File: src/rtl/ram_arb_2p.sv
// Two-requester round-robin arbiter in front of a single-port RAM.
// It issues combinational grants and returns a fixed-latency-1 response with an out-of-range error flag.
module ram_arb_2p #(
    parameter int AW     = 13,
    parameter int NWORDS = 6144
) (
    input  logic          CLK,
    input  logic          RST,

    input  logic          R0_REQ,
    input  logic [3:0]    R0_WE,
    input  logic [AW-1:0] R0_A,
    input  logic [31:0]   R0_DI,
    output logic          R0_GNT,
    output logic          R0_RVALID,
    output logic [31:0]   R0_RDATA,
    output logic          R0_ERR,

    input  logic          R1_REQ,
    input  logic [3:0]    R1_WE,
    input  logic [AW-1:0] R1_A,
    input  logic [31:0]   R1_DI,
    output logic          R1_GNT,
    output logic          R1_RVALID,
    output logic [31:0]   R1_RDATA,
    output logic          R1_ERR,

    output logic          RAM_EN,
    output logic [3:0]    RAM_WE,
    output logic [AW-1:0] RAM_A,
    output logic [31:0]   RAM_DI,
    input  logic [31:0]   RAM_DO,

    output logic [15:0]   CONFLICTS
);

    localparam logic [31:0] NWORDS_U = 32'(NWORDS);

    logic          ptr;
    logic          gnt0;
    logic          gnt1;
    logic          any_gnt;
    logic          in_range;
    logic [AW-1:0] sel_a;
    logic [3:0]    sel_we;
    logic [31:0]   sel_di;

    logic          rsp_valid;
    logic          rsp_owner;
    logic          rsp_read;
    logic          rsp_err;
    logic          rsp_live;

    // The pointer only matters on a tie; a lone requester always wins.
    always_comb begin
        gnt0    = !RST && R0_REQ && (!R1_REQ || !ptr);
        gnt1    = !RST && R1_REQ && (!R0_REQ ||  ptr);
        any_gnt = gnt0 || gnt1;
        sel_a   = gnt1 ? R1_A  : R0_A;
        sel_we  = gnt1 ? R1_WE : R0_WE;
        sel_di  = gnt1 ? R1_DI : R0_DI;
        in_range = 32'(sel_a) < NWORDS_U;
    end

    always_comb begin
        RAM_EN = 1'b0;
        RAM_WE = '0;
        RAM_A  = '0;
        RAM_DI = '0;
        if (any_gnt && in_range) begin
            RAM_EN = 1'b1;
            RAM_WE = sel_we;
            RAM_A  = sel_a;
            RAM_DI = sel_di;
        end
    end

    assign R0_GNT = gnt0;
    assign R1_GNT = gnt1;

    always_ff @(posedge CLK) begin
        if (RST) begin
            ptr       <= 1'b0;
            rsp_valid <= 1'b0;
            rsp_owner <= 1'b0;
            rsp_read  <= 1'b0;
            rsp_err   <= 1'b0;
        end else begin
            rsp_valid <= any_gnt;
            if (any_gnt) begin
                ptr       <= gnt0;
                rsp_owner <= gnt1;
                rsp_read  <= (sel_we == 4'b0000);
                rsp_err   <= !in_range;
            end
        end
    end

    always_ff @(posedge CLK) begin
        if (RST) begin
            CONFLICTS <= '0;
        end else if (R0_REQ && R1_REQ && (CONFLICTS != 16'hFFFF)) begin
            CONFLICTS <= CONFLICTS + 16'd1;
        end
    end

    // A response pending while RST is high belongs to a transaction being discarded.
    always_comb begin
        rsp_live  = rsp_valid && !RST;
        R0_RVALID = rsp_live && !rsp_owner;
        R1_RVALID = rsp_live &&  rsp_owner;
        R0_ERR    = R0_RVALID && rsp_err;
        R1_ERR    = R1_RVALID && rsp_err;
        R0_RDATA  = (R0_RVALID && rsp_read && !rsp_err) ? RAM_DO : 32'h0;
        R1_RDATA  = (R1_RVALID && rsp_read && !rsp_err) ? RAM_DO : 32'h0;
    end

endmodule

File: config.mk
export PLATFORM = sky130hd
export DESIGN_NAME = ram_arb_2p
export DESIGN_NICKNAME = d
export VERILOG_FILES = /design/src/rtl/ram_arb_2p.sv
export SDC_FILE = /design/constraint.sdc
export NUM_CORES = 1
export LEC_CHECK = 0
export ABC_AREA = 1
export ABC_CLOCK_PERIOD_IN_PS = 1900
export CORE_AREA = 5 5 101 103
export DETAILED_ROUTE_END_ITERATION = 8
export DIE_AREA = 0 0 106 108
export PLACE_DENSITY = 0.87
export SLEW_MARGIN = 10
export SYNTH_ARGS = -nofsm -noshare
export SYNTH_HDL_FRONTEND = slang
export SYNTH_SLANG_ARGS = --single-unit
export TNS_END_PERCENT = 1
File: constraint.sdc
create_clock -name CLK -period 1.9 [get_ports CLK]
set_input_delay 0.38 -clock CLK [delete_from_list [all_inputs] [get_ports CLK]]
set_output_delay 0.38 -clock CLK [all_outputs]
set_load 0.005 [all_outputs]
==> results.sh <==
export IMPL_ys_seq_elements=21
export IMPL_syn_area_mm2=0.00236
export IMPL_avgRoutedWirePerCell_um=15.7
export IMPL_grt_start_max_net_pins=41
export IMPL_ios=270
export IMPL_die_x_um=106
export IMPL_first_pass_iters=4
export IMPL_htree_levels=1
export IMPL_fillers=817
export IMPL_holdPathEnd="ptr"
export IMPL_clock_latency_ps=260
export IMPL_fmax_ghz=0.482
export IMPL_cts_sinks=21
export IMPL_r2r_end="CONFLICTS[8]"
export IMPL_avgViaCountPerCell=4.62
export IMPL_die_area_mm2=0.0114
export IMPL_nNetsFinal=920
export IMPL_grt_use_total=0.221
export IMPL_arrival_ps=1690
export IMPL_ys_types=23
export IMPL_initial_core_util=0.259
export IMPL_p_sw_frac=0.329
export IMPL_synthArstFlopShare=0
export IMPL_critPathMaxStageDelay_ps=340
export IMPL_required_ps=1520
export IMPL_synth_area_leaders="nand2_1 24%, dfxtp_1 18%, nor2_1 17%"
export IMPL_tightestPinTransition_ps=352
export IMPL_cts_clk_slew_worst_paths_ps=80
export IMPL_synth_fp_nets=599
export IMPL_antenna_cells=0
export IMPL_via_count=4134
export IMPL_fin_setup_tns_ps=-6170
export IMPL_area_growth_synth_to_final_pct=142
export IMPL_yosysMostFrequentCell="nand2_1"
export IMPL_routabilityCongestion=0.900
export IMPL_core_mm2=0.00911
export IMPL_vdd_drop_max_v=0.000225
export IMPL_crit_type="reg -> out"
export IMPL_syn_avg_cell_area_um2=5.09
export IMPL_r2r_slack_ps=190
export IMPL_final_util=0.627
export IMPL_yosysSeqAreaShare=0.178
export IMPL_synth_ff_type="dfxtp_1"
export IMPL_ys_top_cells_by_count="149 x nand2_1, 106 x nor2_1, 63 x inv_1"
export IMPL_synth_edf_count=0
export IMPL_status="finished, violations left"
export IMPL_p_leak_nw=2.90
export IMPL_drive_gt1_frac=0.380
export IMPL_p_seq_frac=0.275
export IMPL_rsz0062_at_grt="true"
export IMPL_hold_path_class="in -> reg"
export IMPL_cts_tree="built"
export IMPL_drt_wl_total_mm=14.1
export IMPL_worst_slack_ps=-174
export IMPL_remaining_drc_errors=0
export IMPL_critPathCaptureType="output pin"
export IMPL_setup_viol_count_final=76
export IMPL_ctsRootBufferMaster="clkbuf_8"
export IMPL_grt_pass1_wl_mm=20.5
export IMPL_yosysTopAreaCell="nand2_1"
export IMPL_ys_warn_count=0
export IMPL_power_switching_mw=0.559
export IMPL_worstReg2RegStart="CONFLICTS[0]"
export IMPL_io_buffers=269
export IMPL_hold_viol_final=0
export IMPL_hp_start="R0_REQ"
export IMPL_max_slew_margin=0.765
export IMPL_synth_top_area_share=0.237
export IMPL_maxCapViolCount=0
export IMPL_grt_pass1_vias=4008
export IMPL_overflow=0
export IMPL_clock_path_buffers=2
export IMPL_skew_ps=2.76
export IMPL_crit_chain="inv_2, nand2_4, nand2_8, inv_6, nand2_2, nand2_2, nand2_2, nand2_4, buf_12, buf_6, a21oi_4, buf_2"
export IMPL_finalCriticalPeriod_ps=2070
export IMPL_dp_hpwl_mm=11.0
export IMPL_hold_ws_ps=434
export IMPL_startpoint_type="flop"
export IMPL_power_density_mw_per_mm2=297
export IMPL_rows=35
export IMPL_antenna_found_initial=0
export IMPL_drtIter0Drc=107
export IMPL_syn_inst=464
export IMPL_cts_buffers=3
export IMPL_holdPathStages=3
export IMPL_die_h_um=108
export IMPL_cp_slowest_cell="dfxtp_2"
export IMPL_power_combinational_fraction=0.551
export IMPL_clockPowerShare=0.175
export IMPL_ant_nets=0
export IMPL_r2r_cells=6
export IMPL_p_int_mw=1.14
export IMPL_drv_slew=0
export IMPL_violations="negative setup slack"
export IMPL_cp_common_cell="nand2_2"
export IMPL_final_period_utilization=1.09
export IMPL_crit_fanout=7
-- power by group through the flow --
| stage | combinational, mW | sequential, mW | clock [mW] |
|---|---|---|---|
| 2_1_floorplan | 0.261 | 0.469 | 0 |
| 3_3_place_gp | 0.823 | 0.470 | 0 |
| 3_5_place_dp | 0.830 | 0.471 | 0 |
| 4_1_cts | 0.897 | 0.465 | 0.310 |
| 5_1_grt | 1.00 | 0.468 | 0.324 |
| 6_report | 0.935 | 0.466 | 0.297 |
-- repair_timing --
| item | 4_1_cts | 5_1_grt |
|---|---|---|
| hold endpoints to repair | 0 | 0 |
| buffers inserted | 22 | 8 |
| hold buffers | 0 | 0 |
| pin swaps | 8 | 9 |
| endpoints found under the setup margin | 120 | 116 |
| cloned | 7 | 0 |
| gates resized for setup | 473 | 114 |
-- flip-flops by register name, indices dropped and copies added (netlist names) --
register / cells
ptr: 1
rsp_owner: 1
rsp_valid: 1
rsp_read: 1
rsp_err: 1
CONFLICTS: 16
-- routing by layer --
metal,wire length (um),vias up,GRT usage
met1,5000,1855,0.239
met3,1130,21,0.0513
met2,7620,196,0.432
li1,-,2062,-
met5,0,-,0
met4,300,0,0.0583
-- cell usage in the layout (no fill, tap or decap), drive strengths merged --
cell | Yosys | final
a211oi | 1 | 1
a21oi | 60 | 60
buf | 14 | 174
bufbuf | 0 | 1
clkbuf | 8 | 11
clkdlybuf4s15 | 0 | 6
clkdlybuf4s50 | 0 | 147
dfxtp | 21 | 21
dlygate4sd2 | 0 | 3
ha | 1 | 1
inv | 65 | 65
nand2 | 150 | 150
nand3 | 26 | 26
nand3b | 2 | 2
nand4 | 1 | 1
nor2 | 107 | 107
nor3 | 2 | 2
nor4 | 1 | 1
o21ai | 4 | 4
xnor2 | 1 | 1
-- critical path: cells and delay by family (launching register included) --
kind / cells / cell delay (ps)
DFF: 1 / 340
AOI/OAI and AO/OA: 1 / 120
and+or+nand+nor: 6 / 450
buffers and inverters: 5 / 520
-- layout make-up --
type	instances	area [um^2]	area share
Multi-Input combinational cell	356	1910	0.334
Clock buffer	4	45.0	0.00788
Inverter	65	259	0.0453
Sequential cell	21	427	0.0747
Tap cell	111	139	0.0243
Timing Repair Buffer	338	2940	0.514
-- metrics by stage --
step	power (mW)	cells	cell area (um^2)	worst slack [ps]
2_1_floorplan	0.730	464	2360	220
3_3_place_gp	1.29	855	5380	-851
3_5_place_dp	1.30	855	5380	-882
4_1_cts	1.67	888	5560	-212
5_1_grt	1.80	895	5710	-262
6_report	1.70	895	5710	-174
-- logic make-up after synthesis --
logic type / share of synthesized area
AND/OR/NAND/NOR: 0.488
adder cells (fa/ha/maj): 0.00530
buffers and inverters: 0.155
AO/OA/AOI/OAI: 0.171
flip-flops: 0.178
XOR/XNOR: 0.00371
-- worst max path at each step --
| stage | depth (start not counted) | end | slack [ps] | startpoint |
|---|---|---|---|---|
| final | 12 | RAM_WE[0] | -170 | ptr |
| after global routing | 12 | RAM_A[4] | -260 | ptr |
| after CTS | 12 | RAM_DI[15] | -210 | ptr |
| after detailed placement | 11 | RAM_DI[31] | -880 | R0_REQ |
| after global placement | 11 | RAM_DI[31] | -850 | R0_REQ |
| after floorplan | 11 | RAM_A[0] | 220 | R1_REQ |
Note: power is estimated with default switching activity, not from simulation.
